**src/rtl/multi_cycle_ctrl_if.sv**
```systemverilog
// Control bundle between multi_cycle_ctrl and the SimpleCPU datapath.
// The controller reads the opcode and zero flag and drives every mux select and write enable.
interface multi_cycle_ctrl_if;
  logic [5:0] opcode;
  logic       zero;
  logic       PCWre;
  logic       IRWre;
  logic       InsMemRW;
  logic       ALUSrcB;
  logic       ALUM2Reg;
  logic       RegWre;
  logic       DataMemRW;
  logic       ExtSel;
  logic       PCSrc;
  logic       RegOut;
  logic [2:0] ALUFlag;
  logic [2:0] state;
  logic       halted;

  modport master (
    input  opcode, zero,
    output PCWre, IRWre, InsMemRW, ALUSrcB, ALUM2Reg, RegWre,
           DataMemRW, ExtSel, PCSrc, RegOut, ALUFlag, state, halted
  );

  modport slave (
    output opcode, zero,
    input  PCWre, IRWre, InsMemRW, ALUSrcB, ALUM2Reg, RegWre,
           DataMemRW, ExtSel, PCSrc, RegOut, ALUFlag, state, halted
  );
endinterface

```
**src/rtl/multi_cycle_ctrl.sv**
```systemverilog
// Multi-cycle control FSM for SimpleCPU: steps each instruction through IF/ID/EXE/MEM/WB.
// Outputs are a combinational decode of the current state, the latched opcode and the ALU zero flag.
module multi_cycle_ctrl (
  input  logic                  click,
  input  logic                  reset,
  multi_cycle_ctrl_if.master    bus
);

  typedef enum logic [2:0] {
    S_IF   = 3'b000,
    S_ID   = 3'b001,
    S_EXE  = 3'b010,
    S_MEM  = 3'b011,
    S_WB   = 3'b100,
    S_HALT = 3'b111
  } state_t;

  localparam logic [5:0] OP_ADD  = 6'b000000;
  localparam logic [5:0] OP_ADDI = 6'b000001;
  localparam logic [5:0] OP_SUB  = 6'b000010;
  localparam logic [5:0] OP_ORI  = 6'b010000;
  localparam logic [5:0] OP_AND  = 6'b010001;
  localparam logic [5:0] OP_OR   = 6'b010010;
  localparam logic [5:0] OP_SW   = 6'b100110;
  localparam logic [5:0] OP_LW   = 6'b100111;
  localparam logic [5:0] OP_BEQ  = 6'b110000;
  localparam logic [5:0] OP_HALT = 6'b111111;

  localparam logic [2:0] ALU_ADD = 3'b000;
  localparam logic [2:0] ALU_SUB = 3'b001;
  localparam logic [2:0] ALU_OR  = 3'b011;
  localparam logic [2:0] ALU_AND = 3'b100;

  function automatic logic [2:0] alu_op(input logic [5:0] op);
    case (op)
      OP_SUB, OP_BEQ: alu_op = ALU_SUB;
      OP_OR, OP_ORI:  alu_op = ALU_OR;
      OP_AND:         alu_op = ALU_AND;
      default:        alu_op = ALU_ADD;
    endcase
  endfunction

  state_t     state_q, state_d;
  logic [5:0] op_q;

  always_ff @(posedge click or negedge reset) begin
    if (!reset) begin
      state_q <= S_IF;
      op_q    <= '0;
    end else begin
      state_q <= state_d;
      if (state_q == S_ID) op_q <= bus.opcode;
    end
  end

  // ID looks at the live opcode; later states only ever see the latched copy.
  logic id_halt, id_legal;
  always_comb begin
    id_halt  = (bus.opcode == OP_HALT);
    case (bus.opcode)
      OP_ADD, OP_ADDI, OP_SUB, OP_ORI, OP_AND, OP_OR,
      OP_SW, OP_LW, OP_BEQ: id_legal = 1'b1;
      default:              id_legal = 1'b0;
    endcase
  end

  logic op_rtype, op_lw, op_sw, op_beq, imm_b, sign_ext;
  assign op_rtype = (op_q == OP_ADD) || (op_q == OP_SUB) || (op_q == OP_AND) || (op_q == OP_OR);
  assign op_lw    = (op_q == OP_LW);
  assign op_sw    = (op_q == OP_SW);
  assign op_beq   = (op_q == OP_BEQ);
  assign imm_b    = (op_q == OP_ADDI) || (op_q == OP_ORI) || op_lw || op_sw;
  assign sign_ext = (op_q == OP_ADDI) || op_lw || op_sw || op_beq;

  logic       pc_wre, ir_wre, ins_mem_rw, alu_src_b, alu_m2reg;
  logic       reg_wre, data_mem_rw, ext_sel, pc_src, reg_out;
  logic [2:0] alu_flag;

  always_comb begin
    state_d     = state_q;
    pc_wre      = 1'b0;
    ir_wre      = 1'b0;
    ins_mem_rw  = 1'b0;
    alu_src_b   = 1'b0;
    alu_m2reg   = 1'b0;
    reg_wre     = 1'b0;
    data_mem_rw = 1'b0;
    ext_sel     = 1'b0;
    pc_src      = 1'b0;
    reg_out     = 1'b0;
    alu_flag    = ALU_ADD;
    case (state_q)
      S_IF: begin
        ins_mem_rw = 1'b1;
        ir_wre     = 1'b1;
        state_d    = S_ID;
      end
      S_ID: begin
        if (id_halt)       state_d = S_HALT;
        else if (id_legal) state_d = S_EXE;
        else begin
          pc_wre  = 1'b1;
          state_d = S_IF;
        end
      end
      S_EXE: begin
        alu_src_b = imm_b;
        ext_sel   = sign_ext;
        alu_flag  = alu_op(op_q);
        if (op_beq) begin
          pc_wre  = 1'b1;
          pc_src  = bus.zero;
          state_d = S_IF;
        end else if (op_lw || op_sw) begin
          state_d = S_MEM;
        end else begin
          state_d = S_WB;
        end
      end
      S_MEM: begin
        alu_src_b   = imm_b;
        ext_sel     = sign_ext;
        alu_flag    = alu_op(op_q);
        data_mem_rw = op_sw;
        pc_wre      = op_sw;
        state_d     = op_sw ? S_IF : S_WB;
      end
      S_WB: begin
        alu_src_b = imm_b;
        ext_sel   = sign_ext;
        alu_flag  = alu_op(op_q);
        reg_wre   = 1'b1;
        pc_wre    = 1'b1;
        reg_out   = op_rtype;
        alu_m2reg = op_lw;
        state_d   = S_IF;
      end
      S_HALT:  state_d = S_HALT;
      default: state_d = S_IF;
    endcase
  end

  assign bus.PCWre     = pc_wre;
  assign bus.IRWre     = ir_wre;
  assign bus.InsMemRW  = ins_mem_rw;
  assign bus.ALUSrcB   = alu_src_b;
  assign bus.ALUM2Reg  = alu_m2reg;
  assign bus.RegWre    = reg_wre;
  assign bus.DataMemRW = data_mem_rw;
  assign bus.ExtSel    = ext_sel;
  assign bus.PCSrc     = pc_src;
  assign bus.RegOut    = reg_out;
  assign bus.ALUFlag   = alu_flag;
  assign bus.state     = state_q;
  assign bus.halted    = (state_q == S_HALT);

endmodule

```
**src/flat_wrapper.sv**
```systemverilog
// flat-port wrapper written by rule: the top's interface ports become plain ports
module multi_cycle_ctrl_flat 
  (click, reset, bus_opcode, bus_zero, bus_PCWre, bus_IRWre, bus_InsMemRW, bus_ALUSrcB, bus_ALUM2Reg, bus_RegWre, bus_DataMemRW, bus_ExtSel, bus_PCSrc, bus_RegOut, bus_ALUFlag, bus_state, bus_halted);
  multi_cycle_ctrl_if bus_i ();
  input  logic click;
  input  logic reset;
  input wire logic [$bits(bus_i.opcode)-1:0] bus_opcode;
  input wire logic [$bits(bus_i.zero)-1:0] bus_zero;
  output wire logic [$bits(bus_i.PCWre)-1:0] bus_PCWre;
  output wire logic [$bits(bus_i.IRWre)-1:0] bus_IRWre;
  output wire logic [$bits(bus_i.InsMemRW)-1:0] bus_InsMemRW;
  output wire logic [$bits(bus_i.ALUSrcB)-1:0] bus_ALUSrcB;
  output wire logic [$bits(bus_i.ALUM2Reg)-1:0] bus_ALUM2Reg;
  output wire logic [$bits(bus_i.RegWre)-1:0] bus_RegWre;
  output wire logic [$bits(bus_i.DataMemRW)-1:0] bus_DataMemRW;
  output wire logic [$bits(bus_i.ExtSel)-1:0] bus_ExtSel;
  output wire logic [$bits(bus_i.PCSrc)-1:0] bus_PCSrc;
  output wire logic [$bits(bus_i.RegOut)-1:0] bus_RegOut;
  output wire logic [$bits(bus_i.ALUFlag)-1:0] bus_ALUFlag;
  output wire logic [$bits(bus_i.state)-1:0] bus_state;
  output wire logic [$bits(bus_i.halted)-1:0] bus_halted;
  assign bus_i.opcode = bus_opcode;
  assign bus_i.zero = bus_zero;
  assign bus_PCWre = bus_i.PCWre;
  assign bus_IRWre = bus_i.IRWre;
  assign bus_InsMemRW = bus_i.InsMemRW;
  assign bus_ALUSrcB = bus_i.ALUSrcB;
  assign bus_ALUM2Reg = bus_i.ALUM2Reg;
  assign bus_RegWre = bus_i.RegWre;
  assign bus_DataMemRW = bus_i.DataMemRW;
  assign bus_ExtSel = bus_i.ExtSel;
  assign bus_PCSrc = bus_i.PCSrc;
  assign bus_RegOut = bus_i.RegOut;
  assign bus_ALUFlag = bus_i.ALUFlag;
  assign bus_state = bus_i.state;
  assign bus_halted = bus_i.halted;
  multi_cycle_ctrl u_core (.click(click), .reset(reset), .bus(bus_i));
endmodule
```
**config.mk**
```make
export PLATFORM = sky130hd
export DESIGN_NAME = multi_cycle_ctrl_flat
export DESIGN_NICKNAME = d
export VERILOG_FILES = /design/src/rtl/multi_cycle_ctrl_if.sv /design/src/rtl/multi_cycle_ctrl.sv /design/src/flat_wrapper.sv
export SDC_FILE = /design/constraint.sdc
export NUM_CORES = 1
export LEC_CHECK = 0
export CORE_MARGIN = 2
export CORE_UTILIZATION = 35
export DETAILED_ROUTE_END_ITERATION = 10
export HOLD_SLACK_MARGIN = 0.06
export MAX_ROUTING_LAYER = met4
export PLACE_DENSITY = 0.67
export SYNTH_ARGS = -nofsm -noshare
export SYNTH_HDL_FRONTEND = slang
export SYNTH_SLANG_ARGS = --single-unit
```
**constraint.sdc**
```tcl
create_clock -name click -period 3 [get_ports click]
set_clock_uncertainty 0.1 [all_clocks]
set_input_delay 0.6 -clock click [delete_from_list [all_inputs] [get_ports click]]
set_output_delay 0.6 -clock click [all_outputs]
set_load 0.02 [all_outputs]
```
After elaboration in Yosys (flattened, before gate mapping)
Cells that the tools add are included.
{"block": "op_classes", "eq_ne": 22, "reduce_logical": 17, "n_mux": 22}
{"operator": "6-bit equality test (second input constant)", "n": 7}
{"operator": "6-bit by 5-bit equality test with 1-bit output (second input constant)", "n": 6}
{"operator": "3-bit 2-to-1 mux", "n": 5}
{"operator": "3-bit one-hot mux with 5 select lines", "n": 1}
{"operator": "1-bit 2-to-1 mux", "n": 13}
{"operator": "6-bit by 1-bit equality test with 1-bit output (second input constant)", "n": 2}
{"operator": "6-bit by 2-bit equality test with 1-bit output (second input constant)", "n": 2}
{"operator": "6-bit logical NOT", "n": 2}
{"operator": "1-bit logical OR", "n": 10}
{"operator": "3-bit one-hot mux with 3 select lines", "n": 1}
{"operator": "9-bit OR reduction", "n": 1}
{"operator": "3-bit by 2-bit equality test with 1-bit output (second input constant)", "n": 2}
{"operator": "3-bit equality test (second input constant)", "n": 2}
{"operator": "1-bit one-hot mux with 4 select lines", "n": 1}
{"operator": "2-bit OR reduction", "n": 2}
{"operator": "3-bit by 1-bit equality test with 1-bit output (second input constant)", "n": 1}
{"operator": "3-bit logical NOT", "n": 1}
{"operator": "3-bit OR reduction", "n": 1}
{"operator": "2-bit 2-to-1 mux", "n": 1}
{"block": "totals", "regBits": 9, "inputBits": 9, "word_cells": 63, "output_inout_bits": 17}

Longest topological paths before layout
Gate-level depths: netlist of run 1.
{"block": "depth", "depth_word": 6, "depth_mapped": 5, "mapped_depth_nobuf": 4}

Least setup slack after synthesis of run 1
OpenSTA, ideal clock, no wires.
{"block": "synth_path", "path_kind": "register to output", "startpoint": "register u_core.state_q[2] (netlist: u_core.bus.state[2])", "endpoint": "output port bus_ALUFlag[2]", "arrival_time_ps": 1784, "slack_ps": 516, "stages_incl_launch_ff": 5, "required_ps": 2300, "n_path_buf": 0, "cell_sequence": "dfrtp_1 -> nor3b_4 -> nor2b_2 -> or3b_4 -> nor4_4"}
{"block": "synth_via", "elab_chain_len": 3, "word_cells_on_any_way": 5, "classes_between": "eq/ne: 3; mux: 1; reduce/logical: 1"}
{"element": "start: declaration", "line_no": "multi_cycle_ctrl.sv:43", "rtl": "state_t state_q, state_d;"}
{"element": "start signal: assignment", "line_no": "multi_cycle_ctrl.sv:51", "rtl": "state_q <= state_d;"}
{"element": "3-bit by 2-bit equality test with 1-bit output / 3-bit equality test (equally long branches)", "line_no": "multi_cycle_ctrl.sv:92", "rtl": "case (state_q)"}
{"element": "3-bit OR reduction (no line) (*)"}
{"element": "3-bit 2-to-1 mux (*)"}
{"element": "end: declaration", "line_no": "flat_wrapper.sv:19", "rtl": "output wire logic [$bits(bus_i.ALUFlag)-1:0] bus_ALUFlag;"}
Mark *: on every way between the ends. The rest lies on a longest branch, timed or not.

Worst setup path after layout of run 1
{"block": "layout_path", "startpoint": "register u_core.op_q[4]", "endpoint": "output port bus_ALUM2Reg"}
{"block": "layout_via", "elab_chain_len": 2}
{"element": "start: declaration", "line_no": "multi_cycle_ctrl.sv:44", "rtl": "logic [5:0] op_q;"}
{"element": "start signal: assignment", "line_no": "multi_cycle_ctrl.sv:52", "rtl": "if (state_q == S_ID) op_q <= bus.opcode;"}
{"element": "6-bit equality test", "line_no": "multi_cycle_ctrl.sv:69", "rtl": "assign op_lw = (op_q == OP_LW);"}
{"element": "1-bit 2-to-1 mux", "line_no": "multi_cycle_ctrl.sv:92"}
{"element": "end: declaration", "line_no": "flat_wrapper.sv:13", "rtl": "output wire logic [$bits(bus_i.ALUM2Reg)-1:0] bus_ALUM2Reg;"}
Every way passes these cells.

==> results.cfg, run 1 <==
[run_status]
status = completed

[sta]
slew_headroom_pct = 73.7
setup_slack_ps = 214
worst_pin_slew_ps = 394
min_period_ps = 2790
tns_ps = 0
finalMaxSlewViolations = 0
hold_viol = 0
fmax_ghz = 0.359
finalCritPeriodShare_pct = 92.9
setup_viol = 0
rsz0062_at_grt = no

[power_and_ir_drop]
leakage_uw = 0.000431
p_total_uw = 826
ir_drop_uv = 384
power.density_mw_per_mm2 = 808

[setup_path]
cp_max_fo = 7
endpoint_kind = output pin
critPathSlowestCell = clkdlybuf4s50_1
path_class = flop to output pin
cp_num_buf_inv = 1
required_ps = 2300
path_cells = nand4b_1, nor2_1, and3_1, clkdlybuf4s50_1
max_stage_delay_ps = 590
crit_family = simple AND/OR/NAND/NOR gates
cp.arrival_ps = 2090
critPathLaunchType = flop

[cells_and_area]
diodes = 0
drive_above_1_share_pct = 19.0
layout-area-overhead-vs-synth_pct = 51.9
nets = 115
finalNonFillerCells = 130
final_area_mm2 = 0.00102

[routing]
via_per_inst = 5.27
first_iter_violations = 19
drt-total-wl_mm = 1.64
firstDrtPassIters = 4
drc = 0
ant_nets = 0
num_vias = 685
wl_per_cell_um = 12.6

[global_routing]
grt_overflow_total = 0
grt_pass1_wl_mm = 2.59
grt_usage_pct = 16.7
grt_max_degree = 12
antenna_found_initial = 0
grt_pass1_vias = 585

[clocking]
cts.sinks = 9
numCtsBuffers = 3
postCtsHoldBufs = 0
cts_tree = built
clkTransAtPathRegs_ps = 60
worstSkewPairLatency_ps = 250
clockBufferDepth = 2
clockRootBuffer = clkbuf_4
h-tree-depth = 1

[placed_design]
dp_slack_ps = 27.5
portBuffers = 25
dp_cells = 126
place_congestion = 0.817
dp_hpwl_mm = 1.28
placed_area_um2 = 978

[yosys]
synth_area_leaders = dfrtp_1, mux2_2, nor2_1
yosys.area.top_type_share_pct = 33.5
synth_nets = 83
yosysMostFrequentCell = dfrtp_1
synth_edf_count = 0
synth-seq-cells = 9
synth_top_area_cell = dfrtp_1
ys_seq_area_share_pct = 33.5
yosys_warnings = 0
ys_types = 36
synthArstFlopShare_pct = 100
yosys_most_used_dff = dfrtp_1
avgSynthCellArea_um2 = 9.10
synthTopCellsByCount = dfrtp_1, nor2_1, a21oi_1, mux2_2
netlist_instances = 74
netlist_area_um2 = 673

[die]
pin_count = 26
core_mm2 = 0.00176
initial_core_util_pct = 38.2
rows = 15
die_w_um = 47.9
die_h_um = 47.9
dieArea_mm2 = 0.00229

[run]
cap_violations = 0

[worst_hold_path]
hold_class = flop to flop
-- logic make-up after synthesis --
logic type,synth area share [%]
compound gates,16.4
mux,8.36
flops,33.5
simple gates,34.9
xor+xnor,2.60
buf+inv,4.28
-- worst reg2reg max path: cells and delay by family (launching register included) --
kind,cells,cell delay (ps)
AND/OR/NAND/NOR,2,570
flip-flops,1,480
multiplexers,1,380
-- timing repair --
action	CTS	global route
gates resized for setup	1	5
buffers inserted	0	0
setup endpoints to repair	1	3
-- layout by cell type, fill, tap and decap left out, types with 2 or more instances in the layout --
cell / count
nand2_1: 3
nor3_1: 3
mux2_2: 5
clkdlybuf4s50_1: 21
inv_1: 2
nor2_1: 8
dlymetal6s2s_1: 3
nand3_1: 2
a21oi_1: 5
o31ai_1: 2
dfrtp_1: 9
and2_1: 2
clkbuf_4: 3
o21ai_0: 2
xnor2_1: 2
buf_4: 6
and3_1: 3
nand2b_1: 2
-- metal layers --
layer	up-vias	part of all wire, %	global-route usage (%)
met1	322	49	23.3
met2	28	45	24.8
met4	0	0	4.86
met5	-	0	-
li1	335	-	-
met3	0	5.9	2.64
-- per-stage QoR --
stage,util (%),hold slack (ps)
after CTS,56.9,505
after detailed placement,55.5,499
after global placement,55.5,493
final,57.9,507
after floorplan,-,204
after global routing,57.9,556
-- power breakdown --
group | internal [uW] | switching [uW] | leakage, uW
Sequential | 175 | 71.5 | 0.000110
Combinational | 245 | 245 | 0.000306
Clock | 51.0 | 38.1 | 0.0000150
Total | 471 | 355 | 0.000431
-- registers in the layout, summed over array words and instances (netlist names) --
signal,cells
u_core.op_q,6
u_core.bus.state,3
-- worst paths after layout --
| kind | start | to | slack, ps | cells past startpoint |
|---|---|---|---|---|
| max | u_core.op_q[4] | bus_ALUM2Reg | 210 | 4 |
| min | u_core.bus.state[2] | u_core.bus.state[0] | 510 | 1 |
| max reg2reg | u_core.bus.state[1] | u_core.op_q[0] | 1350 | 3 |
| min reg2reg | u_core.bus.state[2] | u_core.bus.state[0] | 510 | 1 |
| max in group asynchronous | reset | u_core.op_q[1] | 1980 | 1 |
| min in group asynchronous | reset | u_core.bus.state[1] | 540 | 1 |
-- final cells by class --
class / instances / area, um2
multi-input combinational: 59 / 430
inverter: 2 / 7.51
timing repair buffer: 31 / 302
clock buffer: 4 / 26.3
fill: 176 / 742
tap: 25 / 31.3
sequential: 9 / 225
Power figures use the tool's default switching activity.
==> inputs of run 2 (changes only) <==
--- a/config.mk
+++ b/config.mk
@@ -5,12 +5,14 @@
 export SDC_FILE = /design/constraint.sdc
 export NUM_CORES = 1
 export LEC_CHECK = 0
+export CELL_PAD_IN_SITES_DETAIL_PLACEMENT = 2
+export CELL_PAD_IN_SITES_GLOBAL_PLACEMENT = 2
 export CORE_MARGIN = 2
-export CORE_UTILIZATION = 35
+export CORE_UTILIZATION = 26
 export DETAILED_ROUTE_END_ITERATION = 10
 export HOLD_SLACK_MARGIN = 0.06
 export MAX_ROUTING_LAYER = met4
-export PLACE_DENSITY = 0.67
+export PLACE_DENSITY_LB_ADDON = 0.2
 export SYNTH_ARGS = -nofsm -noshare
 export SYNTH_HDL_FRONTEND = slang
 export SYNTH_SLANG_ARGS = --single-unit
==> results.cfg, run 2 (synthesis results as in run 1) <==
[clocking]
cts_setup_buffers = 0
h-tree-depth = 1
numCtsBuffers = 3
clkTransAtPathRegs_ps = 60
clockBufferDepth = 2
postCtsHoldBufs = 0
clockRootBuffer = clkbuf_4
worstSkewPairLatency_ps = 260
cts_tree = built
cts.sinks = 9

[cells_and_area]
regMostFlops = u_core.op_q
diodes = 0
layout_commonest_cell = clkdlybuf4s50_1
layout-area-overhead-vs-synth_pct = 55.2
fillers = 287
drive_above_1_share_pct = 23.4
layout_common_cells = clkdlybuf4s50_1, buf_4, dfrtp_1
largest_reg_flops = 6
nets = 117

[sta]
rsz0062_at_grt = no
finalCritPeriodShare_pct = 94.6
hold_viol = 0
setup_viol = 0
slew_headroom_pct = 72.0
finalMaxSlewViolations = 0
setup_slack_ps = 161
min_period_ps = 2840
tns_ps = 0
worst_pin_slew_ps = 418
fmax_ghz = 0.352

[placed_design]
place_congestion = 0.740
dp_slack_ps = 7.58
dp_hpwl_mm = 1.69
portBuffers = 25

[power_and_ir_drop]
ir_drop_uv = 490
leakage_uw = 0.000428
power.density_mw_per_mm2 = 817

[routing]
ant_nets = 0
firstDrtPassIters = 2
drc = 0
via_per_inst = 5.06
drt-total-wl_mm = 2.04
first_iter_violations = 2
num_vias = 693
wl_per_cell_um = 14.9

[setup_path]
critPathSlowestCell = clkdlybuf4s50_1
endpoint_kind = output pin
r2r_slack_ps = 1340
cp.arrival_ps = 2140
cp_max_fo = 4
required_ps = 2300
path_class = flop to output pin
critPathLaunchType = flop
max_stage_delay_ps = 600
path_cells = or3_1, nor3b_2, and3_1, clkdlybuf4s50_1

[global_routing]
grt_max_degree = 12
grt_pass1_vias = 696
antenna_found_initial = 0
grt_usage_pct = 15.8
grt_overflow_total = 0
grt_pass1_wl_mm = 3.26

[worst_hold_path]
hold_class = input pin to async pin

[run]
cap_violations = 0

[die]
rows = 18
die_h_um = 54.9
die_w_um = 54.9
dieArea_mm2 = 0.00301
initial_core_util_pct = 27.4
pin_count = 26
core_mm2 = 0.00245

[run_status]
status = completed
run 2: changes by cell type in the layout (fill, tap and decap cells not counted):
cell | previous run | this run
buf_4 | 6 | 8
clkbuf_1 | 1 | 0
dlymetal6s2s_1 | 3 | 2
nor2_2 | 0 | 1
clkinv_2 | 0 | 1
dfrtp_1 | 9 | 8
dfrtp_2 | 0 | 1
dlygate4sd2_1 | 1 | 2
nor2_1 | 8 | 7
run 2: per-layer routing:
metal	vias to the layer above	GRT usage (%)	share of wire [%]	wire [um]
li1	343	-	-	-
met1	332	21.8	49	999
met2	16	22.8	47	964
met3	2	3.28	3.6	74
met4	0	5.00	0.20	4
met5	-	-	0	0
run 2: layout make-up:
cell class	instances	area [um2]	share of cell area, %
Timing Repair Buffer	33	313	29.9
Inverter	2	7.51	0.719
Multi-Input combinational cell	59	433	41.4
Sequential cell	9	226	21.7
Clock buffer	3	22.5	2.16
Tap cell	30	37.5	3.59
Clock inverter	1	5.00	0.479
run 2: worst max-delay path: cells and delay by family, from the launching register on:
family	cells	cell delay (ps)
simple gates	3	850
buf+inv	1	600
flops	1	440
run 2: stage by stage:
stage	util (%)	instance area, um2	power (uW)	hold WS (ps)	instances
after floorplan	-	673	559	204	74
after global placement	40.7	1000	751	529	133
after detailed placement	40.7	1000	763	549	133
after CTS	42.0	1030	861	545	137
after global routing	42.6	1040	927	550	137
final	42.6	1040	853	537	137
run 2: worst paths after layout:
| path | from | endpoint | cells past startpoint |
|---|---|---|---|
| max in group asynchronous | reset | u_core.bus.state[1] | 1 |
| setup / recovery | u_core.op_q[2] | bus_PCSrc | 4 |
| hold reg to reg | u_core.bus.state[2] | u_core.bus.state[0] | 2 |
| setup reg to reg | u_core.bus.state[2] | u_core.op_q[1] | 4 |
| hold / removal | reset | u_core.bus.state[0] | 1 |
| min in group click | u_core.bus.state[2] | u_core.bus.state[0] | 2 |
run 2: what timing repair did:
action	CTS	global route
hold endpoints to repair	0	0
gates cloned	0	0
resized for setup	4	4
setup endpoints to repair	4	3
run 2: report_power, final:
part	switching [uW]	internal (uW)	leakage [uW]
registers	77.0	175	0.000108
clock network	41.4	49.1	0.0000177
logic	259	252	0.000302
total	377	476	0.000428
==> inputs of run 3 (changes only) <==
--- a/config.mk
+++ b/config.mk
@@ -10,9 +10,11 @@
 export CORE_MARGIN = 2
 export CORE_UTILIZATION = 26
 export DETAILED_ROUTE_END_ITERATION = 10
+export GPL_TIMING_DRIVEN = 0
 export HOLD_SLACK_MARGIN = 0.06
 export MAX_ROUTING_LAYER = met4
 export PLACE_DENSITY_LB_ADDON = 0.2
+export RECOVER_POWER = 100
 export SYNTH_ARGS = -nofsm -noshare
 export SYNTH_HDL_FRONTEND = slang
 export SYNTH_SLANG_ARGS = --single-unit
==> constraint.sdc (replaced) <==
create_clock -name click -period 3.5 [get_ports click]
set_clock_uncertainty 0.1 [all_clocks]
set_input_delay 0.7 -clock click [delete_from_list [all_inputs] [get_ports click]]
set_output_delay 0.7 -clock click [all_outputs]
set_load 0.02 [all_outputs]
==> results.cfg, run 3 (synthesis results as in run 1) <==
[run_status]
status = completed

[setup_path]
path_class = input pin to output pin
cp_max_fo = 4
cp.arrival_ps = 2520
endpoint_kind = output pin
required_ps = 2700
critPathLaunchType = input pin

[cells_and_area]
nets = 113
layout-area-overhead-vs-synth_pct = 46.8
regMostFlops = u_core.op_q
drive_above_1_share_pct = 15.5
diodes = 0
layout_commonest_cell = dlygate4sd3_1
layout_common_cells = dlygate4sd3_1, dfrtp_1, nor2_1, clkdlybuf4s50_1
fillers = 280
largest_reg_flops = 6
final_area_um2 = 988

[placed_design]
dp_slack_ps = 278
dp_hpwl_mm = 1.70
place_congestion = 0.758
portBuffers = 25
placed_area_um2 = 961

[routing]
wl_per_cell_um = 15.8
firstDrtPassIters = 4
num_vias = 691
first_iter_violations = 6
via_per_inst = 5.20
drc = 0
drt-total-wl_mm = 2.10
ant_nets = 0

[clocking]
cts_setup_buffers = 0
cts.sinks = 9
cts_resized = 0
worstSkewPairLatency_ps = 260
clkTransAtPathRegs_ps = 60
clockRootBuffer = clkbuf_4
h-tree-depth = 1
clockBufferDepth = 2
postCtsHoldBufs = 0
numCtsBuffers = 3
cts_tree = built

[die]
core_mm2 = 0.00245
rows = 18
dieArea_mm2 = 0.00301
die_w_um = 54.9
pin_count = 26
initial_core_util_pct = 27.4
die_h_um = 54.9

[global_routing]
grt_usage_pct = 16.1
grt_pass1_vias = 673
grt_max_degree = 11
grt_pass1_wl_mm = 3.35
antenna_found_initial = 0
grt_overflow_total = 0

[worst_hold_path]
hold_class = flop to flop

[sta]
finalMaxSlewViolations = 0
tns_ps = 0
rsz0062_at_grt = no
finalCritPeriodShare_pct = 94.8
fmax_ghz = 0.302
hold_viol = 0
min_period_ps = 3320
setup_slack_ps = 183
slew_headroom_pct = 71.7
worst_pin_slew_ps = 421
setup_viol = 0

[power_and_ir_drop]
leakage_uw = 0.000408
ir_drop_uv = 331
power.density_mw_per_mm2 = 711

[run]
cap_violations = 0
run 3: changes by cell type in the layout (fill, tap and decap cells not counted), sizes merged:
cell	delta
dlymetal6s2s	-2
clkbuf	+1
clkdlybuf4s50	-13
buf	-5
dlygate4sd2	-2
dlygate4sd3	+17
run 3: path summary, 6_finish.rpt:
check,slack [ps],start,endpoint,cells after the start
worst max register to register,1680,u_core.bus.state[1],u_core.op_q[4],4
max in group asynchronous,2310,reset,u_core.op_q[1],1
min in group asynchronous,700,reset,u_core.bus.state[0],1
worst min register to register,520,u_core.bus.state[2],u_core.bus.state[0],1
worst max-delay path,180,bus_opcode[4],bus_PCWre,6
worst min-delay path,520,u_core.bus.state[2],u_core.bus.state[0],1
run 3: final cells by class:
class	instances	area, um2	share of cell area, %
clock inverter	1	5.00	0.506
tap	30	37.5	3.80
multi-input combinational	59	419	42.4
timing repair buffer	25	250	25.3
buffer	4	21.3	2.15
clock buffer	3	22.5	2.28
sequential	9	225	22.8
inverter	2	7.51	0.759
run 3: layer usage:
metal / routed length, um / GRT usage, %
met4: 9 / 2.50
met5: 0 / -
met1: 964 / 21.0
met3: 78 / 3.28
met2: 1040 / 26.0
run 3: report_power, final:
part / switching, uW / total, uW / internal (uW)
registers: 85.9 / 235 / 150
clock network: 36.8 / 78.9 / 42.1
logic: 202 / 388 / 186
total: 324 / 703 / 378
run 3: critical path, stage by stage:
cell	delay (ps)
dlygate4sd3_1	600
nand3_1	150
o21a_1	140
o32ai_1	80
o21ai_0	220
clkdlybuf4s50_1	640
run 3: through the flow:
stage	total power, uW	hold slack [ps]	cells	util, %
5_1_grt	756	565	133	40.3
6_report	703	515	133	40.3
4_1_cts	722	530	133	40.3
3_5_place_dp	641	524	129	39.1
3_3_place_gp	616	526	129	39.1
2_1_floorplan	479	304	74	-
